File: config.mk
export PLATFORM = sky130hd
export DESIGN_NAME = traffic_light_ctrl_flat
export DESIGN_NICKNAME = d
export VERILOG_FILES = /design/src/rtl/traffic_light_if.sv /design/src/rtl/traffic_light_ctrl.sv /design/src/flat_wrapper.sv
export SDC_FILE = /design/constraint.sdc
export NUM_CORES = 1
export LEC_CHECK = 0
export CAP_MARGIN = 25
export CORE_UTILIZATION = 60
export DETAILED_ROUTE_END_ITERATION = 10
export GPL_ROUTABILITY_DRIVEN = 1
export PLACE_DENSITY_LB_ADDON = 0.3
export SLEW_MARGIN = 20
export SYNTH_ARGS = -nofsm -noshare
export SYNTH_HDL_FRONTEND = slang
export SYNTH_SLANG_ARGS = --single-unit
File: constraint.sdc
create_clock -name clk -period 5.43 [get_ports clk]
set_clock_uncertainty 0.15 [all_clocks]
set_input_delay 1.629 -clock clk [delete_from_list [all_inputs] [get_ports clk]]
set_output_delay 1.629 -clock clk [all_outputs]
set_load 0.05 [all_outputs]
File: src/rtl/traffic_light_if.sv
// Signal bundle between the intersection controller and its environment:
// request inputs in, lamp drives and debug state code out.
interface traffic_light_if;
   // No valid/ready pair: pass is a level whose rising edge is the request,
   // flash_en is a plain level, and the lamp outputs are valid every cycle.
   logic       pass;
   logic       flash_en;
   logic       main_r;
   logic       main_g;
   logic       main_y;
   logic       side_r;
   logic       side_g;
   logic       side_y;
   logic [2:0] phase;

   modport master (
      output pass,
      output flash_en,
      input  main_r,
      input  main_g,
      input  main_y,
      input  side_r,
      input  side_g,
      input  side_y,
      input  phase
   );

   modport slave (
      input  pass,
      input  flash_en,
      output main_r,
      output main_g,
      output main_y,
      output side_r,
      output side_g,
      output side_y,
      output phase
   );
endinterface

File: src/rtl/traffic_light_ctrl.sv
// Two-approach (main/side) traffic light controller with all-red clearance,
// early side-green termination on a pass request, and night flashing mode.
module traffic_light_ctrl #(
   parameter int CNT_W      = 8,
   parameter int MAIN_G     = 12,
   parameter int SIDE_G     = 10,
   parameter int Y_TIME     = 5,
   parameter int AR_TIME    = 2,
   parameter int MIN_SIDE_G = 3,
   parameter int FLASH_HALF = 4
) (
   input  logic            clk,
   input  logic            rst,
   traffic_light_if.slave  bus
);

   typedef enum logic [2:0] {
      S_MAIN_G = 3'd0,
      S_MAIN_Y = 3'd1,
      S_ALL_R1 = 3'd2,
      S_SIDE_G = 3'd3,
      S_SIDE_Y = 3'd4,
      S_ALL_R2 = 3'd5,
      S_FLASH  = 3'd6
   } state_t;

   localparam logic [CNT_W-1:0] MAIN_G_END   = CNT_W'(MAIN_G - 1);
   localparam logic [CNT_W-1:0] SIDE_G_END   = CNT_W'(SIDE_G - 1);
   localparam logic [CNT_W-1:0] Y_END        = CNT_W'(Y_TIME - 1);
   localparam logic [CNT_W-1:0] AR_END       = CNT_W'(AR_TIME - 1);
   localparam logic [CNT_W-1:0] MIN_SIDE_END = CNT_W'(MIN_SIDE_G - 1);
   localparam logic [CNT_W-1:0] FLASH_END    = CNT_W'(FLASH_HALF - 1);

   // Lamp vector order: {main_r, main_g, main_y, side_r, side_g, side_y}
   localparam logic [5:0] LAMPS_ALL_RED = 6'b100_100;

   state_t           state;
   state_t           state_n;
   logic [CNT_W-1:0] cnt;
   logic [CNT_W-1:0] cnt_n;
   logic             pass_d;
   logic             req;
   logic             req_n;
   logic             blink;
   logic             blink_n;
   logic             pass_edge;
   logic [5:0]       lamp_q;

   function automatic logic [5:0] lamps_of(state_t s, logic b);
      case (s)
         S_MAIN_G: lamps_of = 6'b010_100;
         S_MAIN_Y: lamps_of = 6'b001_100;
         S_SIDE_G: lamps_of = 6'b100_010;
         S_SIDE_Y: lamps_of = 6'b100_001;
         S_FLASH:  lamps_of = {2'b00, b, b, 2'b00};
         default:  lamps_of = LAMPS_ALL_RED;
      endcase
   endfunction

   always_comb begin
      pass_edge = bus.pass & ~pass_d;
      state_n   = state;
      cnt_n     = cnt + 1'b1;
      req_n     = req | pass_edge;
      blink_n   = blink;
      case (state)
         S_MAIN_G: begin
            req_n = 1'b0;
            if (cnt == MAIN_G_END) begin
               state_n = S_MAIN_Y;
               cnt_n   = '0;
            end
         end
         S_MAIN_Y: begin
            req_n = 1'b0;
            if (cnt == Y_END) begin
               state_n = S_ALL_R1;
               cnt_n   = '0;
            end
         end
         S_ALL_R1: begin
            if (cnt == AR_END) begin
               cnt_n = '0;
               if (bus.flash_en) begin
                  state_n = S_FLASH;
                  blink_n = 1'b1;
                  req_n   = 1'b0;
               end else begin
                  state_n = S_SIDE_G;
               end
            end
         end
         S_SIDE_G: begin
            // req_n already folds in an edge arriving this very cycle
            if ((cnt == SIDE_G_END) || (req_n && (cnt >= MIN_SIDE_END))) begin
               state_n = S_SIDE_Y;
               cnt_n   = '0;
            end
         end
         S_SIDE_Y: begin
            if (cnt == Y_END) begin
               state_n = S_ALL_R2;
               cnt_n   = '0;
            end
         end
         S_ALL_R2: begin
            if (cnt == AR_END) begin
               cnt_n = '0;
               req_n = 1'b0;
               if (bus.flash_en) begin
                  state_n = S_FLASH;
                  blink_n = 1'b1;
               end else begin
                  state_n = S_MAIN_G;
               end
            end
         end
         S_FLASH: begin
            req_n = 1'b0;
            if (cnt == FLASH_END) begin
               cnt_n = '0;
               if (bus.flash_en) begin
                  blink_n = ~blink;
               end else begin
                  state_n = S_ALL_R2;
               end
            end
         end
         default: begin
            state_n = S_ALL_R2;
            cnt_n   = '0;
            req_n   = 1'b0;
         end
      endcase
   end

   // Lamps are registered from the next-state decode so they change on the
   // same edge as the state register, with no added latency.
   always_ff @(posedge clk) begin
      if (rst) begin
         state  <= S_ALL_R2;
         cnt    <= '0;
         pass_d <= 1'b0;
         req    <= 1'b0;
         blink  <= 1'b1;
         lamp_q <= LAMPS_ALL_RED;
      end else begin
         state  <= state_n;
         cnt    <= cnt_n;
         pass_d <= bus.pass;
         req    <= req_n;
         blink  <= blink_n;
         lamp_q <= lamps_of(state_n, blink_n);
      end
   end

   assign bus.main_r = lamp_q[5];
   assign bus.main_g = lamp_q[4];
   assign bus.main_y = lamp_q[3];
   assign bus.side_r = lamp_q[2];
   assign bus.side_g = lamp_q[1];
   assign bus.side_y = lamp_q[0];
   assign bus.phase  = state;

endmodule

File: src/flat_wrapper.sv
// flat-port wrapper written by rule: the top's interface ports become plain ports
module traffic_light_ctrl_flat 
#(
   parameter int CNT_W      = 8,
   parameter int MAIN_G     = 12,
   parameter int SIDE_G     = 10,
   parameter int Y_TIME     = 5,
   parameter int AR_TIME    = 2,
   parameter int MIN_SIDE_G = 3,
   parameter int FLASH_HALF = 4
)
  (clk, rst, bus_pass, bus_flash_en, bus_main_r, bus_main_g, bus_main_y, bus_side_r, bus_side_g, bus_side_y, bus_phase);
  traffic_light_if bus_i ();
  input  logic clk;
  input  logic rst;
  input wire logic [$bits(bus_i.pass)-1:0] bus_pass;
  input wire logic [$bits(bus_i.flash_en)-1:0] bus_flash_en;
  output wire logic [$bits(bus_i.main_r)-1:0] bus_main_r;
  output wire logic [$bits(bus_i.main_g)-1:0] bus_main_g;
  output wire logic [$bits(bus_i.main_y)-1:0] bus_main_y;
  output wire logic [$bits(bus_i.side_r)-1:0] bus_side_r;
  output wire logic [$bits(bus_i.side_g)-1:0] bus_side_g;
  output wire logic [$bits(bus_i.side_y)-1:0] bus_side_y;
  output wire logic [$bits(bus_i.phase)-1:0] bus_phase;
  assign bus_i.pass = bus_pass;
  assign bus_i.flash_en = bus_flash_en;
  assign bus_main_r = bus_i.main_r;
  assign bus_main_g = bus_i.main_g;
  assign bus_main_y = bus_i.main_y;
  assign bus_side_r = bus_i.side_r;
  assign bus_side_g = bus_i.side_g;
  assign bus_side_y = bus_i.side_y;
  assign bus_phase = bus_i.phase;
  traffic_light_ctrl #(.CNT_W(CNT_W), .MAIN_G(MAIN_G), .SIDE_G(SIDE_G), .Y_TIME(Y_TIME), .AR_TIME(AR_TIME), .MIN_SIDE_G(MIN_SIDE_G), .FLASH_HALF(FLASH_HALF)) u_core (.clk(clk), .rst(rst), .bus(bus_i));
endmodule
==> results.toml, run 1 <==
[min_path]
hp-class = "flip-flop to flip-flop"
hold_depth = 1
min_from = "u_core.cnt[0]"
min_to = "u_core.cnt[0]"

[clock_tree]
cts_buffers = 3
cts_resized = 0
clock-sinks = 20
postCtsSetupBuffers = 0
root_buffer = "clkbuf_4"
htree_levels = 1
cts_tree = "yes"
clock_latency_ps = 300
cts_hold_buf = 0
ctsLongestPathBuffers = 2
clkTransAtPathRegs_ps = 110

[yosys]
syn_area_per_cell_sq_um = 8.47
synth_xor_area_frac = 0.0476
ys_types = 52
synth_seq_cells = 20
yosys.area_share.simple = 0.338
synth-adder-area-share = 0.0486
synth_mux_area_frac = 0.0165
synth_area_sq_um = 1290
ys.flop_type = "dfxtp_1"
synth_nets = 161
synthArstFlopShare = 0
yosysSeqAreaShare = 0.311
synth_compound_area_frac = 0.192
yosysWarningCount = 0
syn_inst = 152
synth_edf_count = 0
synth_top_family_by_area = "simple AND/OR/NAND/NOR gates"

[power]
switchingPower_mw = 0.326
pwr-share-clk = 0.168
p_seq_frac = 0.324
power.total_mw = 0.723
p_comb_frac = 0.508
netSwitchingFraction = 0.451
power_density_nw_per_um2 = 496
leakagePower_nw = 0.541
vdd_ir_drop_max_mv = 0.415
power.internal_mw = 0.397

[placed_design]
portBuffers = 12
gp_congestion = 0.850
placedCellCount = 183
hpwl_mm = 2.01

[timing]
timing.final.crit_share = 0.704
setup_viol = 0
hold_violations = 0
slew_headroom = 0.519
period_needed_ps = 3820
tightestPinTransition_ps = 721
setup_tns_ps = 0
max_clock_freq_ghz = 0.262
drv_slew = 0
rsz0062_at_grt = "no"

[job]
drv_cap = 0

[layout]
n_fill_cell = 139
antenna_cells = 0
instances_no_fill = 187
drive_gt1_frac = 0.125
syn2layout_area_growth_pct = 13.2
fin_nets = 170

[worst_setup_path]
slowest_stage = "clkdlybuf4s50_1"
worst_setup_path_end_kind = "output pin"
ff2ff_path_depth = 6
cp_max_fo = 22
crit_chain = "clkdlybuf4s50_1"
critical_path_depth = 1
crit_path_start_kind = "flip-flop"
worstReg2RegStart = "u_core.bus.phase[0]"
cp_data_arrival_time_ps = 2040
cp_slowest_stage_delay_ps = 930
critPathTopFamily = "buffers and inverters"
worstPathRequired_ps = 3650
rr_endpoint = "u_core.lamp_q[3]"
r2r_slack_ps = 3130
worst-path-buf-inv = 1
critPathKind = "flip-flop to output pin"

[route]
vias = 1137
drt_iter0_drc = 32
firstDrtPassIters = 4
drc_errors = 0
routed_wl_mm = 2.80
ant_nets = 0
vias_per_cell = 6.08
wl_per_cell_microns = 15.0

[die]
core-area_sq_um = 1980
die_w_microns = 48.3
ios = 13
die_h_microns = 48.3
start_util = 0.650
num_rows = 16
dieArea_sq_um = 2330

[global_routing]
grt_pass1_vias = 1045
grt_pass1_wl_mm = 4.86
track_usage = 0.265
grt_max_degree = 23
grt-ovfl-total = 0
antenna_found_initial = 0

[status]
outcome = "finished, final reports clean"
==> layer usage <==
layer,track usage,wire length (microns)
met5,0,0
met1,0.357,1240
met3,0.0314,140
met2,0.434,1380
met4,0.0980,35
==> power groups by stage <==
stage          combinational (mW)  clock (mW)  sequential [mW]
2_1_floorplan               0.228           0            0.278
3_3_place_gp                0.352           0            0.232
3_5_place_dp                0.363           0            0.237
4_1_cts                     0.367       0.122            0.234
5_1_grt                     0.395       0.129            0.243
6_report                    0.367       0.121            0.235
==> through the flow <==
step	cell area (sq um)	hold slack [ps]	setup slack, ps	util
3_5_place_dp	1410	374	1800	0.709
2_1_floorplan	1290	314	2560	-
6_report	1460	392	1610	0.735
5_1_grt	1460	430	1530	0.735
4_1_cts	1460	401	1620	0.735
3_3_place_gp	1410	340	1870	0.709
==> Yosys cell counts (2+ instances only) <==
cell type / number / area, sq um
nand2b_1: 5 / 31.3
nor3_1: 2 / 10.0
ha_1: 5 / 62.6
nor3b_1: 2 / 15.0
nand2_1: 11 / 41.3
buf_2: 5 / 25.0
a31oi_1: 3 / 18.8
nor3_2: 2 / 20.0
nand3_1: 7 / 35.0
o31ai_1: 2 / 15.0
nand3b_1: 6 / 45.0
nor2b_1: 9 / 56.3
dfxtp_1: 20 / 400
a32oi_1: 2 / 17.5
nor2_1: 16 / 60.1
xnor2_1: 2 / 17.5
o21ai_1: 2 / 10.0
o21ai_0: 3 / 15.0
a21oi_1: 3 / 15.0
and3_1: 2 / 12.5
clkbuf_1: 3 / 11.3
xor2_1: 5 / 43.8
inv_1: 6 / 22.5
==> layout make-up <==
type | count | area [sq um] | share of cell area
Inverter | 6 | 22.5 | 0.0155
Timing Repair Buffer | 12 | 120 | 0.0824
Clock buffer | 3 | 22.5 | 0.0155
Multi-Input combinational cell | 118 | 828 | 0.568
Sequential cell | 20 | 400 | 0.275
Tap cell | 27 | 33.8 | 0.0232
Clock inverter | 1 | 30.0 | 0.0206
==> cell families (layout without fill, tap and decap cells) <==
family                     after synthesis  in the layout
DFF                                     20             20
muxes                                    2              2
and+or+nand+nor                         73             73
xor gates and xnor gates                 7              7
AOI/OAI and AO/OA                       31             31
buffers and inverters                   14             22
adders and majority gates                5              5
==> flip-flops by register name, summed over array words and instances, names as in the netlist <==
| name | flops |
|---|---|
| u_core.req | 1 |
| u_core.bus.phase | 3 |
| u_core.cnt | 8 |
| u_core.lamp_q | 6 |
| u_core.blink | 1 |
| u_core.pass_d | 1 |
==> worst max-delay path by stage <==
stage / slack (ps) / end / from
2_1_floorplan: 2560 / u_core.lamp_q[3] / bus_pass
3_3_place_gp: 1870 / u_core.lamp_q[3] / bus_flash_en
3_5_place_dp: 1800 / u_core.lamp_q[3] / bus_flash_en
4_1_cts: 1620 / bus_phase[2] / u_core.bus.phase[2]
5_1_grt: 1530 / bus_phase[2] / u_core.bus.phase[2]
6_report: 1610 / bus_phase[2] / u_core.bus.phase[2]
==> cells in the final DEF, fill, tap and decap left out, drive strengths merged, types with 2 or more instances in the layout <==
| cell type | synthesis | routed |
|---|---|---|
| a21oi | 4 | 4 |
| nand3 | 8 | 8 |
| nor2 | 16 | 16 |
| ha | 5 | 5 |
| a31oi | 3 | 3 |
| and3 | 3 | 3 |
| o311ai | 2 | 2 |
| xnor2 | 2 | 2 |
| o31ai | 2 | 2 |
| xor2 | 5 | 5 |
| o21ai | 6 | 6 |
| inv | 6 | 6 |
| nor4 | 2 | 2 |
| dfxtp | 20 | 20 |
| nor3b | 3 | 3 |
| a32oi | 2 | 2 |
| nand3b | 6 | 6 |
| nor2b | 10 | 10 |
| nor3 | 4 | 4 |
| nand2b | 5 | 5 |
| or4 | 2 | 2 |
| clkbuf | 3 | 3 |
| clkdlybuf4s50 | 0 | 12 |
| nand2 | 11 | 11 |
No activity file was read; power rests on OpenSTA's default activity.
==> inputs of run 2 (changes only) <==
Settings changed: CORE_UTILIZATION 60 to 50.
Clock period 5.43 ns to 3.2 ns, I/O delays scaled along.
==> run 2 against run 1 <==
  * Critical path depth stayed put
  * Highest routed layer unchanged
  * Worst setup slack got worse by 1000 ps
  * Final cell count increased by 3.7%
  * Clock-buffer cell count unchanged
==> results.toml, run 2 (same netlist as run 1, synthesis figures left out) <==
[min_path]
min_from = "u_core.cnt[0]"
hp-class = "flip-flop to flip-flop"
hold_depth = 1

[placed_design]
dpl_cell_area_sq_um = 1440
placedCellCount = 190
portBuffers = 12
gp_congestion = 0.887
hpwl_mm = 2.04

[timing]
drv_slew = 0
rsz0062_at_grt = "no"
tightestPinTransition_ps = 553
setup_viol = 0
setup_tns_ps = 0
timing.final.crit_share = 0.809
period_needed_ps = 2590
hold_violations = 0
slew_headroom = 0.628
max_clock_freq_ghz = 0.386

[layout]
final_area_sq_um = 1490
drive_gt1_frac = 0.146
final_common_cell = "dfxtp_1"
largest_register = "u_core.cnt"
antenna_cells = 0
largest_register_ffs = 8
fin_nets = 174
syn2layout_area_growth_pct = 15.8
instances_no_fill = 194
n_fill_cell = 204
final_cell_mix = "dfxtp_1 (20), nor2_1 (16), clkdlybuf4s50_1 (12)"
fin_util = 0.608

[worst_setup_path]
crit_chain = "clkdlybuf4s50_1"
r2r_slack_ps = 930
worstReg2RegStart = "u_core.cnt[5]"
cp_data_arrival_time_ps = 1480
worstPathRequired_ps = 2090
cp-startpoint = "u_core.bus.phase[0]"
rr_endpoint = "u_core.lamp_q[4]"
crit_end = "bus_phase[0]"
critPathTopFamily = "buffers and inverters"
critPathKind = "flip-flop to output pin"
worst-path-buf-inv = 1
worst_setup_path_end_kind = "output pin"
critical_path_depth = 1
cp_max_fo = 2
crit_path_start_kind = "flip-flop"
cp_slowest_stage_delay_ps = 800
ff2ff_path_depth = 6
slowest_stage = "clkdlybuf4s50_1"

[global_routing]
grt-ovfl-total = 0
antenna_found_initial = 0
grt_pass1_wl_mm = 4.53
track_usage = 0.224
grt_pass1_vias = 945
grt_max_degree = 22

[job]
drv_cap = 0

[die]
die_w_microns = 52.7
die_h_microns = 52.7
ios = 13
num_rows = 18
start_util = 0.524
dieArea_sq_um = 2780
core-area_sq_um = 2450

[route]
wl_per_cell_microns = 14.2
vias_per_cell = 5.89
routed_wl_mm = 2.75
ant_nets = 0
drc_errors = 0
drt_iter0_drc = 50
firstDrtPassIters = 4
vias = 1143

[status]
outcome = "finished, final reports clean"

[clock_tree]
root_buffer = "clkbuf_4"
cts_tree = "yes"
cts_resized = 0
cts_buffers = 3
clkTransAtPathRegs_ps = 120
ctsLongestPathBuffers = 2
htree_levels = 1
clock-sinks = 20
clock_latency_ps = 310
cts_hold_buf = 0
postCtsSetupBuffers = 0

[power]
vdd_ir_drop_max_mv = 0.734
power_density_nw_per_um2 = 830
leakagePower_nw = 0.560
-- run 2: changes by cell type in the layout (fill, tap and decap cells not counted) --
cell | previous run | this run
buf_4 | 0 | 4
-- run 2: cell type report --
type                            count  area [sq um]  area share
Multi-Input combinational cell    118           828       0.555
Clock inverter                      1          30.0      0.0201
Timing Repair Buffer               16           150       0.101
Clock buffer                        3          22.5      0.0151
Inverter                            6          22.5      0.0151
Sequential cell                    20           400       0.268
Tap cell                           30          37.5      0.0252
-- run 2: worst min path at each step --
stage                    endpoint
floorplan           u_core.cnt[0]
global placement    u_core.cnt[0]
detailed placement  u_core.cnt[0]
CTS                 u_core.cnt[0]
global route        u_core.cnt[0]
finish              u_core.cnt[0]
-- run 2: worst register-to-register path: stages, from the launching register on --
cell,delay [ps]
dfxtp_1,390
or4_4,580
nor3_2,260
mux2i_1,300
nor3b_2,320
nand3_2,120
nor2b_2,100
-- run 2: per-layer routing --
metal | vias up | track usage | part of all wire
met1 | 518 | 0.336 | 0.46
met2 | 44 | 0.314 | 0.44
met3 | 7 | 0.0377 | 0.080
met4 | 0 | 0.0789 | 0.018
met5 | - | 0 | 0
li1 | 574 | - | -
-- run 2: power by group --
group / switching (mW) / internal (mW)
logic: 0.433 / 0.257
clock network: 0.0808 / 0.127
registers: 0.0376 / 0.303
total: 0.551 / 0.687
-- run 2: stage by stage --
step / hold slack (ps) / setup WS, ps / power, mW
after floorplan: 314 / 1000 / 0.858
after global placement: 341 / 446 / 1.01
after detailed placement: 352 / 357 / 1.03
after CTS: 378 / 602 / 1.24
after global routing: 426 / 545 / 1.32
final: 382 / 611 / 1.24
